### src/rtl/seg7_pkg.sv
// Shared constants for the multiplexed 7-segment scan driver.
// Segment order is {g,f,e,d,c,b,a}, active-low (0 lights a segment).
package seg7_pkg;

  typedef enum logic {
    ST_GUARD = 1'b0,
    ST_DRIVE = 1'b1
  } state_t;

  localparam logic [6:0] SEG_OFF  = 7'h7F;
  localparam logic [6:0] SEG_DASH = 7'b0111111;

  localparam logic [6:0] SEG_0 = 7'b1000000;
  localparam logic [6:0] SEG_1 = 7'b1111001;
  localparam logic [6:0] SEG_2 = 7'b0100100;
  localparam logic [6:0] SEG_3 = 7'b0110000;
  localparam logic [6:0] SEG_4 = 7'b0011001;
  localparam logic [6:0] SEG_5 = 7'b0010010;
  localparam logic [6:0] SEG_6 = 7'b0000010;
  localparam logic [6:0] SEG_7 = 7'b1111000;
  localparam logic [6:0] SEG_8 = 7'b0000000;
  localparam logic [6:0] SEG_9 = 7'b0010000;

endpackage

### src/rtl/bcd_to_seg7.sv
// Combinational BCD digit to active-low 7-segment pattern.
// Non-decimal codes (10-15) show a dash so corrupt input is visible.
module bcd_to_seg7
  import seg7_pkg::*;
(
  input  logic [3:0] i_bcd,
  output logic [6:0] o_seg
);

  // Pattern lookup
  always_comb begin
    o_seg = SEG_DASH;
    case (i_bcd)
      4'd0: o_seg = SEG_0;
      4'd1: o_seg = SEG_1;
      4'd2: o_seg = SEG_2;
      4'd3: o_seg = SEG_3;
      4'd4: o_seg = SEG_4;
      4'd5: o_seg = SEG_5;
      4'd6: o_seg = SEG_6;
      4'd7: o_seg = SEG_7;
      4'd8: o_seg = SEG_8;
      4'd9: o_seg = SEG_9;
      default: o_seg = SEG_DASH;
    endcase
  end

endmodule

### src/rtl/bcd_scan_display.sv
// Time-multiplexed common-anode 7-segment scanner with double-buffered
// digits and a blank guard interval at the start of every slot.
// Optional build macro SEG7_LZB_EN enables leading-zero blanking.
// GUARD must be >= 1 and PRESCALE > GUARD.
module bcd_scan_display
  import seg7_pkg::*;
#(
  parameter int NUM_DIGITS = 5,
  parameter int PRESCALE   = 50000,
  parameter int GUARD      = 2
) (
  input  logic                    clk,
  input  logic                    rst,
  input  logic                    load,
  input  logic [4*NUM_DIGITS-1:0] digitsIn,
  input  logic                    blank,
  output logic [6:0]              seg,
  output logic [NUM_DIGITS-1:0]   an,
  output logic                    frameDone
);

  localparam int CW = $clog2(PRESCALE);
  localparam int IW = (NUM_DIGITS > 1) ? $clog2(NUM_DIGITS) : 1;
  localparam int DW = 4 * NUM_DIGITS;

  state_t          r_state;
  logic [CW-1:0]   r_cnt;
  logic [IW-1:0]   r_idx;
  logic [DW-1:0]   r_pend;
  logic            r_pend_vld;
  logic [DW-1:0]   r_disp;

  state_t          w_state_nxt;
  logic [CW-1:0]   w_cnt_nxt;
  logic [IW-1:0]   w_idx_nxt;
  logic            w_wrap;
  logic [DW-1:0]   w_disp_nxt;
  logic [3:0]      w_digit;
  logic [6:0]      w_seg_dec;
  logic            w_lz_blank;
  logic            w_show;

  // Slot sequencing: GUARD for counts 0..GUARD-1, DRIVE up to PRESCALE-1
  always_comb begin
    w_state_nxt = r_state;
    w_cnt_nxt   = r_cnt + 1'b1;
    w_idx_nxt   = r_idx;
    w_wrap      = 1'b0;
    case (r_state)
      ST_GUARD: begin
        if (r_cnt == CW'(GUARD - 1)) w_state_nxt = ST_DRIVE;
      end
      ST_DRIVE: begin
        if (r_cnt == CW'(PRESCALE - 1)) begin
          w_state_nxt = ST_GUARD;
          w_cnt_nxt   = '0;
          if (r_idx == IW'(NUM_DIGITS - 1)) begin
            w_idx_nxt = '0;
            w_wrap    = 1'b1;
          end else begin
            w_idx_nxt = r_idx + 1'b1;
          end
        end
      end
      default: begin
        w_state_nxt = ST_GUARD;
        w_cnt_nxt   = '0;
      end
    endcase
  end

  // A same-cycle load at the wrap bypasses the pending buffer
  assign w_disp_nxt = w_wrap ? (load ? digitsIn : (r_pend_vld ? r_pend : r_disp))
                             : r_disp;

  // Outputs are computed from next-state values so seg/an move on the same
  // edge as the slot transition, with no input-to-pin combinational path.
  assign w_digit = w_disp_nxt[{w_idx_nxt, 2'b00} +: 4];

  bcd_to_seg7 u_dec (
    .i_bcd (w_digit),
    .o_seg (w_seg_dec)
  );

`ifdef SEG7_LZB_EN
  // Suppress digit i>0 when it and every digit above it are zero
  always_comb begin
    w_lz_blank = 1'b0;
    if (w_idx_nxt != '0) begin
      w_lz_blank = 1'b1;
      for (int i = 0; i < NUM_DIGITS; i++) begin
        if ((IW'(i) >= w_idx_nxt) && (w_disp_nxt[4*i +: 4] != 4'd0))
          w_lz_blank = 1'b0;
      end
    end
  end
`else
  assign w_lz_blank = 1'b0;
`endif

  assign w_show = (w_state_nxt == ST_DRIVE) && !blank && !w_lz_blank;

  // Scan state register
  always_ff @(posedge clk or posedge rst) begin
    if (rst) begin
      r_state <= ST_GUARD;
      r_cnt   <= '0;
      r_idx   <= '0;
    end else begin
      r_state <= w_state_nxt;
      r_cnt   <= w_cnt_nxt;
      r_idx   <= w_idx_nxt;
    end
  end

  // Double buffer: pending collects loads, display swaps only at frame wrap
  always_ff @(posedge clk or posedge rst) begin
    if (rst) begin
      r_pend     <= '0;
      r_pend_vld <= 1'b0;
      r_disp     <= '0;
    end else begin
      if (load) r_pend <= digitsIn;
      if (w_wrap) begin
        r_disp     <= w_disp_nxt;
        r_pend_vld <= 1'b0;
      end else if (load) begin
        r_pend_vld <= 1'b1;
      end
    end
  end

  // Registered pin drivers and frame pulse
  always_ff @(posedge clk or posedge rst) begin
    if (rst) begin
      seg       <= SEG_OFF;
      an        <= '1;
      frameDone <= 1'b0;
    end else begin
      seg       <= w_show ? w_seg_dec : SEG_OFF;
      an        <= w_show ? ~(NUM_DIGITS'(1) << w_idx_nxt) : '1;
      frameDone <= w_wrap;
    end
  end

endmodule

### config.mk
export PLATFORM = sky130hd
export DESIGN_NAME = bcd_scan_display
export DESIGN_NICKNAME = d
export VERILOG_FILES = /design/src/rtl/seg7_pkg.sv /design/src/rtl/bcd_to_seg7.sv /design/src/rtl/bcd_scan_display.sv
export SDC_FILE = /design/constraint.sdc
export NUM_CORES = 1
export LEC_CHECK = 0
export BUFFER_PORTS_ARGS = -buffer_cell sky130_fd_sc_hd__buf_2
export CAP_MARGIN = 30
export CORE_AREA = 3 3 85 87
export DETAILED_ROUTE_END_ITERATION = 8
export DIE_AREA = 0 0 88 90
export PLACE_DENSITY = 0.84
export SLEW_MARGIN = 10
export SYNTH_ARGS = -nofsm -noshare
export SYNTH_HDL_FRONTEND = slang
export SYNTH_SLANG_ARGS = --single-unit
### constraint.sdc
create_clock -name clk -period 3.9 [get_ports clk]
set_input_delay 0.39 -clock clk [delete_from_list [all_inputs] [get_ports clk]]
set_output_delay 0.39 -clock clk [all_outputs]
set_load 0.01 [all_outputs]
==> reports/results.tsv, run 1 <==
metric	value	unit
cp_cell_sequence	ha_1 -> nand3_1 -> or3_4 -> o21ai_0 -> and2_1 -> mux2i_1 -> a211oi_1 -> a211o_1 -> inv_1 -> ha_1 -> mux2_4 -> a32oi_1	
drc_errors	0	
wl	7049	µm
ir_drop	216.2	µV
setup_violations	0	
clock_latency	360	ps
grt_pass1_vias	2543	
rsz0062_at_grt	no	
diodes	0	
cts_tree	built	
antenna_found_initial	0	
crit_fanout	13	
grt-ovfl-total	0	
cts_max_path_buffers	2	
fin_tns_setup	0	ps
p_seq_frac	0.513	
ys_seq_area_frac	0.5285	
die_h	90	µm
grt_max_degree	39	
min_period	3461	ps
comb_power_share	0.082	
final_util	0.6226	
cp_slowest_cell	and2_1	
synth-edff-count	0	
power.internal	1232	µW
cp.required	4180	ps
min_period_over_period	0.8876	
crit_top_cell	ha_1	
power_switching_share	0.2321	
netlist_area	3532	µm²
area_growth	13.21	%
status	complete, no violations	
relSlewSlack	0.4998	
gp_congestion	0.8273	
n_fill_cell	504	
grtUsageMet3	0.03931	
via_per_inst	5.620	
nNetsFinal	402	
synth_seq_cells	74	
fmax	0.2889	GHz
arrival	3740	ps
use_met2	0.2990	
start_kind	flip-flop	
endpoint_kind	flip-flop	
syn_nets	362	
clk_pin_slew	80	ps
drtAntennaViolNets	0	
leakagePower	0.001876	µW
post_cts_buffers	0	
dieArea	7920	µm²
netSwitchingPower	372.5	µW
final_max_slew_viol_count	0	
grt_pass1_wl	11710	µm
synth_cell_types	48	
drt_pass1_iterations	5	
grt_busiest_layer	met2	
worst_pin_slew	749.2	ps
io_buffers	36	
fp-row-count	29	
cts.htree.levels	3	
dpl.hpwl	4991	µm
coreArea	6422	µm²
syn_inst	328	
num_vias	2529	
gr-usage-met1	0.2370	
grt.total_usage	0.1893	
timing_hold_violations_final	0	
pwr-share-clk	0.405	
cts_made_buffers	9	
drt_iter0_drc	232	
cap_viol_max_count	0	
cts-hold-fix-buffers	0	
cts_repair_resize_count	0	
synth.avg_cell_area	10.77	µm²
clock-root-buffer	clkbuf_8	
synth_ff_type	dfrtp_1	
path_class	reg -> reg	
cts.sinks	74	
fin_worst_skew	11.28	ps
start_util	0.5500	
synthArstFlopShare	1.000	
ys.warnings.count	0	
finalPower	1605	µW
die_x	88	µm
drive_gt1_frac	0.2601	
powerDensity	401.3	nW/µm²
slowest_delay	530	ps
routedWlPerCell	15.66	µm
hold_class	in -> async	
ios	37	
[critical path: cells and delay by family (launching register included)]
family / cells / cell delay (ps)
AOI/OAI and AO/OA: 4 / 960
adders and majority gates: 2 / 430
buffers and inverters: 1 / 130
DFF: 1 / 400
muxes: 2 / 400
and+or+nand+nor: 3 / 1070
[power by group through the flow]
stage / Sequential, µW / Clock, µW / Combinational [µW]
CTS: 824 / 662 / 134
finish: 824 / 650 / 131
global placement: 836 / 0 / 129
global route: 827 / 703 / 147
floorplan: 839 / 0 / 88.2
detailed placement: 838 / 0 / 133
[synthesized netlist by cell type, drive strengths merged (4+ instances only)]
master  instances  area (µm²)
nor2           49       183.9
o21ai          17       85.08
nor3            4       20.02
mux2i          13       130.1
nand3          12       60.06
nand2b          4       25.02
nand2          23       88.84
o22ai           5       31.28
xnor2           5       43.79
buf             6       42.54
mux2           24       277.8
a22oi           8       60.06
inv            14       52.55
and2            6       37.54
a32oi           4       35.03
xor2            8       70.07
dfstp          12       315.3
ha             10       125.1
and3            5       31.28
clkbuf          6       22.52
dfrtp          62        1551
[sequential cells by signal, indices dropped and copies added, names as in the netlist]
register,flops
an,5
frameDone,1
r_cnt,16
r_disp,20
r_idx,3
r_pend,20
r_pend_vld,1
r_state,1
seg,7
[layer usage]
layer / vias to the layer above / routed length (µm)
met2: 70 / 3541
met5: - / 0
met3: 16 / 348
li1: 1216 / -
met4: 0 / 182
met1: 1227 / 2976
[per-stage QoR]
stage	cell area, µm²	std cells	setup slack, ps	hold WS, ps
3_3_place_gp	3781	434	601.1	464.2
5_1_grt	3999	450	69.70	230.9
4_1_cts	3999	450	414.3	190.6
2_1_floorplan	3532	328	767.7	441.0
3_5_place_dp	3781	434	455.4	468.9
6_report	3999	450	438.5	171.0
[final timing paths]
path | start | endpoint | slack, ps | depth (start not counted)
worst max register to register | r_cnt[0]$_DFF_PP0_ | seg[4]$_DFF_PP1_ | 440 | 12
min in group clk | digitsIn[2] | r_pend[2]$_DFFE_PP0P_ | 280 | 2
max in group asynchronous | rst | seg[6]$_DFF_PP1_ | 2750 | 3
worst min-delay path | rst | r_cnt[10]$_DFF_PP0_ | 170 | 2
worst min register to register | r_pend[17]$_DFFE_PP0P_ | r_pend[17]$_DFFE_PP0P_ | 490 | 2
worst max-delay path | r_cnt[0]$_DFF_PP0_ | seg[4]$_DFF_PP1_ | 440 | 12
[cells in the final DEF (no fill, tap or decap), types with 9 or more instances in the layout]
cell / count
nand3_1: 12
o21ai_0: 17
inv_1: 13
buf_2: 36
dfstp_2: 12
mux2_2: 22
nor2_1: 49
dfrtp_1: 62
mux2i_1: 13
clkbuf_8: 9
nand2_1: 22
ha_1: 10
[cell families after synthesis]
kind of cell | share of synthesized area
simple gates | 0.1527
fa+ha+maj | 0.03542
buf+inv | 0.03330
compound gates | 0.1024
flops | 0.5285
xor+xnor | 0.03224
mux | 0.1155
[final cells by class]
type                    count  area [µm²]  share of cell area
inverters                  14       52.55             0.01314
multi-input cells         228        1548              0.3870
flip-flops and latches     74        1867              0.4668
well taps                  77       96.34             0.02409
repair buffers             41       217.7             0.05444
clock inverters             6       90.09             0.02253
clock buffers              10       127.6             0.03191
Note: power is estimated with default switching activity, not from simulation.
==> run 2, diff against run 1 <==
--- a/config.mk
+++ b/config.mk
@@ -7,10 +7,10 @@
 export LEC_CHECK = 0
 export BUFFER_PORTS_ARGS = -buffer_cell sky130_fd_sc_hd__buf_2
 export CAP_MARGIN = 30
-export CORE_AREA = 3 3 85 87
+export CORE_AREA = 3 3 105 107
 export DETAILED_ROUTE_END_ITERATION = 8
-export DIE_AREA = 0 0 88 90
-export PLACE_DENSITY = 0.84
+export DIE_AREA = 0 0 108 110
+export PLACE_DENSITY = 0.62
 export SLEW_MARGIN = 10
 export SYNTH_ARGS = -nofsm -noshare
 export SYNTH_HDL_FRONTEND = slang
==> reports/results.tsv, run 2 (same netlist as run 1, synthesis figures left out) <==
metric	value	unit	change
status	complete, no violations		unchanged
post_cts_buffers	0		unchanged
dieArea	11880	µm²	was 7920 µm²
area_growth	15.73	%	was 13.21%
most-common-layout-cells	dfrtp_1, nor2_1, buf_2		unchanged
cts.htree.levels	3		unchanged
ios	37		unchanged
cap_viol_max_count	0		unchanged
critPathTopFamily	simple AND/OR/NAND/NOR gates		unchanged
fmax	0.2964	GHz	was 0.2889 GHz
rsz0062_at_grt	no		unchanged
die_x	108	µm	was 88 µm
clk_pin_slew	80	ps	about the same
drt_pass1_iterations	4		was 5
grt.total_usage	0.1247		was 0.1893
routedWlPerCell	13.95	µm	was 15.66 µm
start_kind	flip-flop		unchanged
cts_max_path_buffers	2		unchanged
drc_errors	0		unchanged
placed_area	3870	µm²	was 3781 µm²
endpoint_kind	flip-flop		unchanged
fin_tns_setup	0	ps	unchanged
placed_cells	495		was 434
timing_hold_violations_final	0		unchanged
path_buf_inv	2		was 1
worst_pin_slew	685.3	ps	was 749.2 ps
io_buffers	36		unchanged
grt-ovfl-total	0		unchanged
via_per_inst	4.886		was 5.620
nNetsFinal	404		was 402
diodes	0		unchanged
drtAntennaViolNets	0		unchanged
cp.required	4160	ps	was 4180 ps
layoutNonFillerInstCount	511		was 450
setup_violations	0		unchanged
cp_cell_sequence	ha_1 -> nand3_1 -> or3_4 -> o21ai_0 -> and2_1 -> buf_4 -> mux2i_1 -> o22ai_1 -> a211o_1 -> inv_1 -> ha_1 -> nor2_1 -> o21ai_0		was ha_1 -> nand3_1 -> or3_4 -> o21ai_0 -> and2_1 -> mux2i_1 -> a211oi_1 -> a211o_1 -> inv_1 -> ha_1 -> mux2_4 -> a32oi_1
wl	7126	µm	was 7049 µm
slowest_delay	430	ps	was 530 ps
critPathLaunch	r_cnt[0]$_DFF_PP0_		unchanged
grt_pass1_wl	11650	µm	was 11,710 µm
grt_pass1_vias	2401		was 2,543
ir_drop	137.8	µV	was 216.2 µV
n_fill_cell	983		was 504
use_met2	0.1994		was 0.2990
arrival	3640	ps	was 3740 ps
crit_fanout	9		was 13
cts_made_buffers	9		unchanged
drive_gt1_frac	0.2667		was 0.2601
gr-usage-met1	0.1649		was 0.2370
dpl.hpwl	5213	µm	was 4991 µm
min_period_over_period	0.8651		was 0.8876
cts_repair_resize_count	0		unchanged
top_regs	r_disp: 20 flops, r_pend: 20 flops, r_cnt: 16 flops		unchanged
drt_iter0_drc	97		was 232
hold_class	in -> async		unchanged
coreArea	10230	µm²	was 6422 µm²
powerDensity	391.2	nW/µm²	was 401.3 nW/µm²
path_class	reg -> reg		unchanged
relSlewSlack	0.5424		was 0.4998
cts_tree	built		unchanged
fp-row-count	37		was 29
clock-root-buffer	clkbuf_8		unchanged
cts-hold-fix-buffers	0		unchanged
num_vias	2497		was 2,529
fin_worst_skew	6.765	ps	was 11.28 ps
cts.sinks	74		unchanged
start_util	0.3452		was 0.5500
r2r_start	r_cnt[0]$_DFF_PP0_		unchanged
grtUsageMet3	0.02912		was 0.03931
antenna_found_initial	0		unchanged
die_h	110	µm	was 90 µm
gp_congestion	0.8619		was 0.8273
min_period	3374	ps	was 3461 ps
leakagePower	0.001884	µW	was 0.001876 µW
layout_commonest_cell	dfrtp_1		unchanged
final_max_slew_viol_count	0		unchanged
fin_area	4088	µm²	was 3999 µm²
grt_busiest_layer	met2		unchanged
grt_max_degree	33		was 39
cp_slowest_cell	or3_4		was and2_1
finalPower	1599	µW	was 1605 µW
clock_latency	350	ps	was 360 ps
## run 2: cell count changes in the layout (fill, tap and decap cells not counted), sizes merged
cell | before | now
inv | 15 | 14
buf | 41 | 43
clkinv | 2 | 3
clkinvlp | 1 | 2
clkbuf | 10 | 9
## run 2: final timing paths
kind / slack, ps / end / cells after the start
worst max-delay path: 530 / seg[1]$_DFF_PP1_ / 13
min in group clk: 290 / r_pend[18]$_DFFE_PP0P_ / 2
worst min register to register: 490 / r_disp[4]$_DFFE_PP0N_ / 1
worst max register to register: 530 / seg[1]$_DFF_PP1_ / 13
worst min-delay path: 150 / r_cnt[5]$_DFF_PP0_ / 2
max in group asynchronous: 2950 / seg[3]$_DFF_PP1_ / 3
## run 2: layout make-up
| type | instances | area (µm²) | area share |
|---|---|---|---|
| Clock buffer | 9 | 123.9 | 0.03030 |
| Clock inverter | 7 | 93.84 | 0.02296 |
| Inverter | 14 | 52.55 | 0.01286 |
| Multi-Input combinational cell | 228 | 1548 | 0.3786 |
| Sequential cell | 74 | 1867 | 0.4567 |
| Tap cell | 136 | 170.2 | 0.04163 |
| Timing Repair Buffer | 43 | 232.7 | 0.05693 |
## run 2: through the flow
stage | util | setup WS (ps) | hold slack, ps
6_report | 0.3995 | 526.0 | 149.3
5_1_grt | 0.3995 | 276.4 | 202.4
4_1_cts | 0.3995 | 555.9 | 157.4
3_5_place_dp | 0.3783 | 588.6 | 468.8
3_3_place_gp | 0.3783 | 697.6 | 464.1
2_1_floorplan | - | 767.7 | 441.0
## run 2: layer usage
metal | vias to the layer above | share of wire | wire length [µm]
li1 | 1223 | - | -
met1 | 1208 | 0.47 | 3336
met2 | 58 | 0.47 | 3326
met3 | 8 | 0.050 | 358
met4 | 0 | 0.015 | 105
met5 | - | 0 | 0
## run 2: worst register-to-register path, delay by kind of cell, from the launching register on
family          cells  cell delay (ps)
simple gates        4             1000
buf+inv             2              390
mux                 1              220
compound gates      4              790
fa+ha+maj           2              480
flops               1              410
## run 2: power breakdown
group	internal, µW	switching [µW]
sequential	810	12.7
combinational	60.2	73.5
clock	358	284
total	1230	370
==> run 3, diff against run 2 <==
--- a/config.mk
+++ b/config.mk
@@ -8,6 +8,7 @@
 export BUFFER_PORTS_ARGS = -buffer_cell sky130_fd_sc_hd__buf_2
 export CAP_MARGIN = 30
 export CORE_AREA = 3 3 105 107
+export CTS_BUF_LIST = sky130_fd_sc_hd__clkbuf_16
 export DETAILED_ROUTE_END_ITERATION = 8
 export DIE_AREA = 0 0 108 110
 export PLACE_DENSITY = 0.62
==> reports/results.tsv, run 3 (same netlist as run 1, synthesis figures left out) <==
metric	value	unit	change
die_h	110	µm	unchanged
clock-root-buffer	clkbuf_16		was clkbuf_8
fp-row-count	37		unchanged
io_buffers	36		unchanged
fin_worst_skew	4.651	ps	was 6.765 ps
ir_drop	226.5	µV	was 137.8 µV
min_period	3337	ps	was 3374 ps
power.internal	1430	µW	was 1229 µW
arrival	3580	ps	was 3640 ps
timing_hold_violations_final	0		unchanged
gp_congestion	0.8619		unchanged
relSlewSlack	0.5411		was 0.5424
status	complete, no violations		unchanged
antenna_found_initial	0		unchanged
netSwitchingPower	400.9	µW	was 369.8 µW
placed_cells	495		unchanged
drc_errors	0		unchanged
fin_tns_setup	0	ps	unchanged
coreArea	10230	µm²	unchanged
most-common-layout-cells	dfrtp_1, nor2_1, buf_2		unchanged
min_period_over_period	0.8556		was 0.8651
slowest_delay	430	ps	about the same
hold_class	in -> async		unchanged
num_vias	2508		was 2,497
path_buf_inv	2		unchanged
area_growth	18.60	%	was 15.73%
die_x	108	µm	unchanged
cts_made_buffers	9		unchanged
post_cts_buffers	0		unchanged
grt_pass1_vias	2413		was 2,401
pwr-share-clk	0.477		was 0.402
layout_commonest_cell	dfrtp_1		unchanged
dpl.hpwl	5213	µm	unchanged
comb_power_share	0.073		was 0.084
ios	37		unchanged
start_util	0.3452		unchanged
diodes	0		unchanged
cp_cell_sequence	ha_1 -> nand3_1 -> or3_4 -> o21ai_0 -> and2_1 -> buf_4 -> mux2i_1 -> o22ai_1 -> a211o_1 -> inv_1 -> ha_1 -> nor2_1 -> o21ai_0		unchanged
routedWlPerCell	13.98	µm	was 13.95 µm
leakagePower	0.001930	µW	was 0.001884 µW
grt_max_degree	33		unchanged
cts_tree	built		unchanged
cts.htree.levels	3		unchanged
cp.required	4140	ps	was 4160 ps
start_kind	flip-flop		unchanged
dieArea	11880	µm²	unchanged
path_class	reg -> reg		unchanged
clk_pin_slew	60	ps	was 80 ps
cts_repair_resize_count	0		unchanged
grt.total_usage	0.1265		was 0.1247
drive_gt1_frac	0.2667		unchanged
clock_latency	330	ps	was 350 ps
top_regs	r_disp: 20 flops, r_pend: 20 flops, r_cnt: 16 flops		unchanged
crit_fanout	9		unchanged
drt_pass1_iterations	4		unchanged
critPathTopFamily	simple AND/OR/NAND/NOR gates		unchanged
nNetsFinal	404		unchanged
via_per_inst	4.908		was 4.886
fmax	0.2997	GHz	was 0.2964 GHz
power_switching_share	0.2190		was 0.2313
cts.sinks	74		unchanged
cts-hold-fix-buffers	0		unchanged
cp_slowest_cell	or3_4		unchanged
endpoint_kind	flip-flop		unchanged
rsz0062_at_grt	no		unchanged
grt_pass1_wl	11760	µm	was 11,650 µm
grt-ovfl-total	0		unchanged
final_max_slew_viol_count	0		unchanged
powerDensity	437.1	nW/µm²	was 391.2 nW/µm²
layoutNonFillerInstCount	511		unchanged
setup_violations	0		unchanged
worst_pin_slew	687.3	ps	was 685.3 ps
cap_viol_max_count	0		unchanged
cts_max_path_buffers	2		unchanged
p_seq_frac	0.450		was 0.515
drtAntennaViolNets	0		unchanged
drt_iter0_drc	94		was 97
wl	7145	µm	was 7126 µm
[run 3: path summary, 6_finish.rpt]
kind / startpoint / endpoint / slack, ps / cells past startpoint
min in group clk: digitsIn[18] / r_pend[18]$_DFFE_PP0P_ / 310 / 2
max: r_cnt[0]$_DFF_PP0_ / seg[1]$_DFF_PP1_ / 560 / 13
max in group asynchronous: rst / seg[0]$_DFF_PP1_ / 2920 / 3
min: rst / frameDone$_DFF_PP0_ / 170 / 2
max reg2reg: r_cnt[0]$_DFF_PP0_ / seg[1]$_DFF_PP1_ / 560 / 13
min reg2reg: r_disp[4]$_DFFE_PP0N_ / r_disp[4]$_DFFE_PP0N_ / 490 / 1
[run 3: area by class of cell]
cell class | instances | area (µm²)
clock buffers | 9 | 225.2
clock inverters | 7 | 93.84
fillers | 962 | 6042
inverters | 14 | 52.55
multi-input cells | 228 | 1548
flip-flops and latches | 74 | 1867
well taps | 136 | 170.2
repair buffers | 43 | 232.7
[run 3: stage by stage]
stage / hold WS (ps) / setup slack (ps) / utilization / instance area [µm²] / power (µW)
2_1_floorplan: 441.0 / 767.7 / - / 3532 / 927.1
3_3_place_gp: 464.1 / 697.6 / 0.3783 / 3870 / 969.7
3_5_place_dp: 468.8 / 588.6 / 0.3783 / 3870 / 974.7
4_1_cts: 190.7 / 563.0 / 0.4094 / 4189 / 1855
5_1_grt: 232.3 / 280.4 / 0.4094 / 4189 / 1911
6_report: 168.9 / 563.0 / 0.4094 / 4189 / 1831
[run 3: power groups by stage]
stage | registers [µW] | clock network [µW] | logic, µW
5_1_grt | 829 | 931 | 152
4_1_cts | 825 | 893 | 137
3_3_place_gp | 837 | 0 | 132
3_5_place_dp | 838 | 0 | 137
2_1_floorplan | 839 | 0 | 88.2
6_report | 825 | 873 | 134
[run 3: routing by layer]
layer / up-vias / share of wire / GRT usage
met5: - / 0 / 0
met4: 0 / 0.019 / 0.05951
met3: 10 / 0.058 / 0.02563
met2: 57 / 0.47 / 0.2012
met1: 1219 / 0.45 / 0.1664
li1: 1222 / - / -
[run 3: worst reg2reg max path, stage by stage (launching register included)]
cell and delay (ps):
dfrtp_1 390, ha_1 210, nand3_1 110, or3_4 430
o21ai_0 200, and2_1 350, buf_4 240, mux2i_1 220
o22ai_1 100, a211o_1 380, inv_1 150, ha_1 260
nor2_1 100, o21ai_0 100
